**config.mk**
```make
export PLATFORM = sky130hd
export DESIGN_NAME = outpkt_checksum_ins_flat
export DESIGN_NICKNAME = d
export VERILOG_FILES = /design/src/rtl/outpkt_checksum_ins_if.sv /design/src/rtl/outpkt_checksum_ins.sv /design/src/flat_wrapper.sv
export SDC_FILE = /design/constraint.sdc
export NUM_CORES = 1
export LEC_CHECK = 0
export ABC_AREA = 1
export BUFFER_PORTS_ARGS = -buffer_cell sky130_fd_sc_hd__clkbuf_2
export CAP_MARGIN = 25
export CORE_MARGIN = 3
export CORE_UTILIZATION = 40
export CTS_CLUSTER_DIAMETER = 30
export DETAILED_ROUTE_END_ITERATION = 10
export PLACE_DENSITY = 0.58
export SLEW_MARGIN = 0
export SYNTH_ARGS = -nofsm -noshare
export SYNTH_HDL_FRONTEND = slang
export SYNTH_SLANG_ARGS = --single-unit
```
**constraint.sdc**
```tcl
create_clock -name CLK -period 4.7 [get_ports CLK]
set_input_delay 0.705 -clock CLK [delete_from_list [all_inputs] [get_ports CLK]]
set_output_delay 0.705 -clock CLK [all_outputs]
set_load 0.03 [all_outputs]
```
**src/rtl/outpkt_checksum_ins_if.sv**
```systemverilog
// Word-stream handshake between the packet builder, the checksum inserter and the output FIFO.
interface outpkt_checksum_ins_if;
    logic [15:0] din;
    logic        pkt_new;
    logic        pkt_end;
    logic        wr_en;
    logic        full;
    logic [15:0] dout;
    logic        rd_en;
    logic        empty;

    modport slave (
        input  din, pkt_new, pkt_end, wr_en, rd_en,
        output full, dout, empty
    );

    modport master (
        output din, pkt_new, pkt_end, wr_en, rd_en,
        input  full, dout, empty
    );
endinterface

```
**src/rtl/outpkt_checksum_ins.sv**
```systemverilog
// Inserts an inverted 32-bit running checksum after each header and packet end.
// Define OUTPKT_CHECKSUM_INTERVAL_EN to also insert one every CHECKSUM_INTERVAL data bytes.
module outpkt_checksum_ins #(
    parameter int unsigned HEADER_LEN        = 10,
    parameter int unsigned CHECKSUM_INTERVAL = 448
) (
    input  logic                  CLK,
    input  logic                  RST,
    outpkt_checksum_ins_if.slave  bus,
    output logic                  err_pkt_new
);

    localparam int unsigned HDR_WORDS = HEADER_LEN / 2;
`ifdef OUTPKT_CHECKSUM_INTERVAL_EN
    localparam int unsigned INT_WORDS = CHECKSUM_INTERVAL / 2;
    localparam int unsigned CNT_MAX   = (HDR_WORDS > INT_WORDS) ? HDR_WORDS : INT_WORDS;
`else
    localparam int unsigned CNT_MAX   = HDR_WORDS;
`endif
    localparam int unsigned CNT_W = $clog2(CNT_MAX + 1);
    localparam logic [CNT_W-1:0] HDR_LAST = CNT_W'(HDR_WORDS - 1);
`ifdef OUTPKT_CHECKSUM_INTERVAL_EN
    localparam logic [CNT_W-1:0] INT_LAST = CNT_W'(INT_WORDS - 1);
`endif

    typedef enum logic [1:0] {S_PASS, S_FOLD, S_CK_LO, S_CK_HI} state_t;
    typedef enum logic {SEG_HDR, SEG_DATA} seg_t;

    state_t           state_q, state_d;
    seg_t             seg_q, seg_d;
    logic [CNT_W-1:0] cnt_q, cnt_d;
    logic [31:0]      sum_q, sum_d;
    logic             pend_q, pend_d;
    logic [15:0]      pend_word_q, pend_word_d;
    logic             at_start_q, at_start_d;
    logic             err_q, err_d;
    logic [15:0]      in_word_q, in_word_d;
    logic             in_new_q, in_new_d;
    logic             in_end_q, in_end_d;
    logic             full_q, full_d;
    logic [15:0]      out_word_q, out_word_d;
    logic             empty_q, empty_d;

    logic             out_free, drain, accept, boundary;
    seg_t             seg_cur;
    logic [CNT_W-1:0] cnt_cur;
    logic             pend_cur;
    logic [31:0]      sum_cur;

    always_comb begin
        state_d     = state_q;
        seg_d       = seg_q;
        cnt_d       = cnt_q;
        sum_d       = sum_q;
        pend_d      = pend_q;
        pend_word_d = pend_word_q;
        at_start_d  = at_start_q;
        err_d       = err_q;
        in_word_d   = in_word_q;
        in_new_d    = in_new_q;
        in_end_d    = in_end_q;
        full_d      = full_q;
        out_word_d  = out_word_q;
        empty_d     = empty_q;
        boundary    = 1'b0;

        // pkt_new restarts pairing, sum and segment on the word that carries it
        seg_cur  = in_new_q ? SEG_HDR : seg_q;
        cnt_cur  = in_new_q ? '0      : cnt_q;
        pend_cur = in_new_q ? 1'b0    : pend_q;
        sum_cur  = in_new_q ? '0      : sum_q;

        out_free = empty_q | bus.rd_en;
        drain    = (state_q == S_PASS) & full_q & out_free;
        accept   = bus.wr_en & (~full_q | drain);

        if (accept) begin
            in_word_d = bus.din;
            in_new_d  = bus.pkt_new;
            in_end_d  = bus.pkt_end;
            full_d    = 1'b1;
        end else if (drain) begin
            full_d = 1'b0;
        end

        if (bus.rd_en & ~empty_q)
            empty_d = 1'b1;

        case (state_q)
            S_PASS: begin
                if (drain) begin
                    out_word_d = in_word_q;
                    empty_d    = 1'b0;
                    at_start_d = 1'b0;
                    if (in_new_q && !at_start_q)
                        err_d = 1'b1;

                    if (pend_cur) begin
                        sum_d  = sum_cur + {in_word_q, pend_word_q};
                        pend_d = 1'b0;
                    end else begin
                        sum_d       = sum_cur;
                        pend_word_d = in_word_q;
                        pend_d      = 1'b1;
                    end

                    if (seg_cur == SEG_HDR) begin
                        if (cnt_cur == HDR_LAST) begin
                            boundary = 1'b1;
                            seg_d    = SEG_DATA;
                        end else begin
                            seg_d = SEG_HDR;
                        end
                    end else if (in_end_q) begin
                        boundary   = 1'b1;
                        seg_d      = SEG_HDR;
                        at_start_d = 1'b1;
                    end
`ifdef OUTPKT_CHECKSUM_INTERVAL_EN
                    else if (cnt_cur == INT_LAST) begin
                        boundary = 1'b1;
                    end
                    cnt_d = boundary ? '0 : cnt_cur + 1'b1;
`else
                    cnt_d = (boundary || seg_cur != SEG_HDR) ? '0 : cnt_cur + 1'b1;
`endif
                    // a word left unpaired must be folded in before emission
                    if (boundary)
                        state_d = pend_cur ? S_CK_LO : S_FOLD;
                end
            end
            S_FOLD: begin
                sum_d   = sum_q + {16'h0000, pend_word_q};
                pend_d  = 1'b0;
                state_d = S_CK_LO;
            end
            S_CK_LO: begin
                if (out_free) begin
                    out_word_d = ~sum_q[15:0];
                    empty_d    = 1'b0;
                    state_d    = S_CK_HI;
                end
            end
            S_CK_HI: begin
                if (out_free) begin
                    out_word_d = ~sum_q[31:16];
                    empty_d    = 1'b0;
                    sum_d      = '0;
                    pend_d     = 1'b0;
                    cnt_d      = '0;
                    state_d    = S_PASS;
                end
            end
            default: state_d = S_PASS;
        endcase
    end

    always_ff @(posedge CLK) begin
        if (RST) begin
            state_q     <= S_PASS;
            seg_q       <= SEG_HDR;
            cnt_q       <= '0;
            sum_q       <= '0;
            pend_q      <= 1'b0;
            pend_word_q <= '0;
            at_start_q  <= 1'b1;
            err_q       <= 1'b0;
            in_word_q   <= '0;
            in_new_q    <= 1'b0;
            in_end_q    <= 1'b0;
            full_q      <= 1'b0;
            out_word_q  <= '0;
            empty_q     <= 1'b1;
        end else begin
            state_q     <= state_d;
            seg_q       <= seg_d;
            cnt_q       <= cnt_d;
            sum_q       <= sum_d;
            pend_q      <= pend_d;
            pend_word_q <= pend_word_d;
            at_start_q  <= at_start_d;
            err_q       <= err_d;
            in_word_q   <= in_word_d;
            in_new_q    <= in_new_d;
            in_end_q    <= in_end_d;
            full_q      <= full_d;
            out_word_q  <= out_word_d;
            empty_q     <= empty_d;
        end
    end

    assign bus.full    = full_q;
    assign bus.dout    = out_word_q;
    assign bus.empty   = empty_q;
    assign err_pkt_new = err_q;

endmodule

```
**src/flat_wrapper.sv**
```systemverilog
// flat-port wrapper written by rule: the top's interface ports become plain ports
module outpkt_checksum_ins_flat 
#(
    parameter int unsigned HEADER_LEN        = 10,
    parameter int unsigned CHECKSUM_INTERVAL = 448
)
  (CLK, RST, err_pkt_new, bus_din, bus_pkt_new, bus_pkt_end, bus_wr_en, bus_rd_en, bus_full, bus_dout, bus_empty);
  outpkt_checksum_ins_if bus_i ();
  input  logic CLK;
  input  logic RST;
  output logic err_pkt_new;
  input wire logic [$bits(bus_i.din)-1:0] bus_din;
  input wire logic [$bits(bus_i.pkt_new)-1:0] bus_pkt_new;
  input wire logic [$bits(bus_i.pkt_end)-1:0] bus_pkt_end;
  input wire logic [$bits(bus_i.wr_en)-1:0] bus_wr_en;
  input wire logic [$bits(bus_i.rd_en)-1:0] bus_rd_en;
  output wire logic [$bits(bus_i.full)-1:0] bus_full;
  output wire logic [$bits(bus_i.dout)-1:0] bus_dout;
  output wire logic [$bits(bus_i.empty)-1:0] bus_empty;
  assign bus_i.din = bus_din;
  assign bus_i.pkt_new = bus_pkt_new;
  assign bus_i.pkt_end = bus_pkt_end;
  assign bus_i.wr_en = bus_wr_en;
  assign bus_i.rd_en = bus_rd_en;
  assign bus_full = bus_i.full;
  assign bus_dout = bus_i.dout;
  assign bus_empty = bus_i.empty;
  outpkt_checksum_ins #(.HEADER_LEN(HEADER_LEN), .CHECKSUM_INTERVAL(CHECKSUM_INTERVAL)) u_core (.CLK(CLK), .RST(RST), .bus(bus_i), .err_pkt_new(err_pkt_new));
endmodule
```
==> metrics.yaml <==
status: "completed"
rsz0062_at_grt: "false"
yosysWarnings: 0
routabilityCongestion: 0.9904
via_per_inst: 5.400
num_vias: 9072
synth.most_common_cell: "nand2_1"
grt_pass1_wl_um: 48050
cp-endpoint: "u_core.sum_q[18]"
synth_compound_area_frac: 0.2200
dp.cells: 1663
path_cells: "inv_1 -> ha_1 -> nand3_4 -> clkinv_4 -> nor2_4 -> a21oi_4 -> o21ai_4 -> inv_2 -> o21ai_0 -> a21oi_1 -> nor2_1"
seq_area_frac_synth: 0.2255
ios: 41
syn_area_um2: 8257
drive_above_1_share: 0.07921
period_share: 0.6495
path_class: "flip-flop to flip-flop"
startpoint_type: "flip-flop"
fillCellCount: 2138
tns_ns: 0
reg2reg_depth: 11
htreeDepth: 3
antenna_found_initial: 0
layout.cells.non_filler: 1680
synthTopCellsByArea: "dfxtp_1, nand2_1, inv_1"
route.detailed.drc: 0
syn_nets: 1472
drtAntennaViolNets: 0
drt_iter0_markers: 869
hold_class: "flip-flop to flip-flop"
netlist.area_leader.share: 0.2255
cp_top_family: "compound AO/OA/AOI/OAI gates"
cp.buffers_inverters: 3
leakage_nw: 4.518
cts.clk_slew.worst_paths_ns: 0.08
cts_resized: 0
yosys_most_used_dff: "dfxtp_1"
synth_top_family_by_area: "simple AND/OR/NAND/NOR gates"
die_y_um: 149.7
critPathArrivalTime_ns: 3.31
cts_root_buf: "clkbuf_16"
synth-simple-area-share: 0.3394
yosysTopAreaCell: "dfxtp_1"
worst_pin_slew_ns: 0.9773
pwr_density_cell_nw_per_um2: 536.8
synthDistinctLibCells: 42
cap_violations: 0
synthArstFlopShare: 0
critPathMaxStageDelay_ns: 0.72
fin_hold_ws_ns: 0.4641
synth-xor-area-share: 0.004243
area_growth_pct: 8.319
cp_slowest_cell: "inv_2"
critPathRequiredTime_ns: 4.96
irDropWorstVdd_v: 0.0002853
worstSetupStartpoint: "u_core.state_q[1]"
path_depth: 11
synth_edf_count: 0
grt_pass1_vias: 8377
maxSlewHeadroom: 0.3485
first_pass_iters: 6
nets: 1486
dp_hpwl_um: 24670
reg2reg_slack_ns: 1.65
clock_sinks: 93
reg2reg_to: "u_core.sum_q[18]"
hold_buffers: 0
fin_skew_ns: 0.008826
grt_util_all_layers: 0.2791
p_total_w: 0.004801
avgRoutedWirePerCell_um: 18.55
syn_inst: 1395
syn_area_per_cell_um2: 5.919
cp_max_fo: 58
dieArea_um2: 22400
r2r_start: "u_core.state_q[1]"
initial_core_util: 0.4161
cts_tree: "yes"
cts_buffers: 9
slew_viol_final: 0
die_w_um: 149.7
synth_seq_cells: 93
clk_latency_ns: 0.37
port_buffers: 40
clk_path_buf_depth: 2
wl_um: 31160
cp-end-kind: "flip-flop"
core_um2: 19850
synthTopCellsByCount: "nand2_1, inv_1, nor2_1"
core.rowCount: 51
hold_violations: 0
post-cts-setup-buffers: 0
overflow: 0
grt_max_degree: 70
final_area_um2: 8944
final.min_clock_period_ns: 3.053
synth.area.mux_share: 0
clock.fmax_ghz: 0.3276
placed_area_um2: 8618
setup_viol_count_final: 0
yosys.area_share.adder: 0.08516
-- layout by cell type, fill, tap and decap left out, types with 5 or more instances in the layout --
master | synthesis | final
a211oi_1 | 5 | 5
a211oi_2 | 30 | 30
a21oi_1 | 96 | 96
a31oi_1 | 10 | 10
buf_4 | 2 | 8
clkbuf_16 | 0 | 9
clkbuf_2 | 1 | 40
dfxtp_1 | 93 | 93
ha_1 | 53 | 53
inv_1 | 207 | 206
nand2_1 | 382 | 382
nand3_1 | 77 | 77
nand4_1 | 11 | 11
nor2_1 | 182 | 181
nor3_1 | 21 | 21
o21ai_0 | 115 | 115
o21ai_1 | 7 | 7
o21bai_1 | 7 | 7
o22ai_1 | 19 | 19
or2_2 | 5 | 5
-- registers in the layout, summed over array words and instances, names as in the netlist, 2 cells and up --
register / cells
u_core.sum_q: 32
u_core.in_word_q: 16
u_core.pend_word_q: 16
u_core.cnt_q: 3
u_core.bus.dout: 16
u_core.state_q: 2
-- per-layer routing --
metal,vias to the layer above,GRT usage,share of wire
li1,4543,-,-
met1,4131,0.3969,0.47
met2,352,0.4351,0.43
met3,46,0.04088,0.075
met4,0,0.08966,0.029
met5,-,0,0
-- worst min-delay path, cell delays in order (launching register included) --
cell      delay [ns]
dfxtp_1         0.31
inv_1           0.06
a211oi_2        0.05
-- worst min-delay path by stage --
| stage | startpoint | end | slack (ns) | depth (start not counted) |
|---|---|---|---|---|
| 2_1_floorplan | u_core.cnt_q[0] | u_core.cnt_q[0] | 0.43 | 2 |
| 3_3_place_gp | u_core.bus.dout[6] | u_core.bus.dout[6] | 0.45 | 2 |
| 4_1_cts | u_core.bus.dout[14] | u_core.bus.dout[14] | 0.47 | 2 |
| 5_1_grt | u_core.bus.dout[13] | u_core.bus.dout[13] | 0.48 | 2 |
| 6_report | u_core.bus.dout[14] | u_core.bus.dout[14] | 0.46 | 2 |
| 3_5_place_dp | u_core.bus.dout[14] | u_core.bus.dout[14] | 0.46 | 2 |
-- per-stage QoR --
step / setup slack, ns / util
6_report: 1.647 / 0.4507
3_3_place_gp: 1.592 / 0.4343
5_1_grt: 1.477 / 0.4505
3_5_place_dp: 1.647 / 0.4343
2_1_floorplan: 2.176 / -
4_1_cts: 1.708 / 0.4505
-- area by class of cell --
class / instances / area [µm²] / share of cell area
Clock inverter: 7 / 97.59 / 0.01091
Sequential cell: 93 / 1862 / 0.2082
Antenna cell: 1 / 2.502 / 0.0002798
Multi-Input combinational cell: 1044 / 5360 / 0.5993
Tap cell: 265 / 331.6 / 0.03707
Inverter: 213 / 804.5 / 0.08996
Clock buffer: 9 / 225.2 / 0.02518
Timing Repair Buffer: 48 / 260.3 / 0.02910
-- cell families (layout without fill, tap and decap cells) --
group,count (synthesis),in the layout
adder cells (fa/ha/maj),55,55
other,0,1
XOR/XNOR,4,4
buffers and inverters,258,277
AND/OR/NAND/NOR,688,688
AO/OA/AOI/OAI,297,297
flip-flops,93,93
-- report_power, final --
part / internal, W / switching (W) / leakage, nW
sequential: 0.00101 / 0.000318 / 0.767
clock: 0.000433 / 0.000389 / 0.159
combinational: 0.000822 / 0.00183 / 3.59
Power figures use the tool's default switching activity.
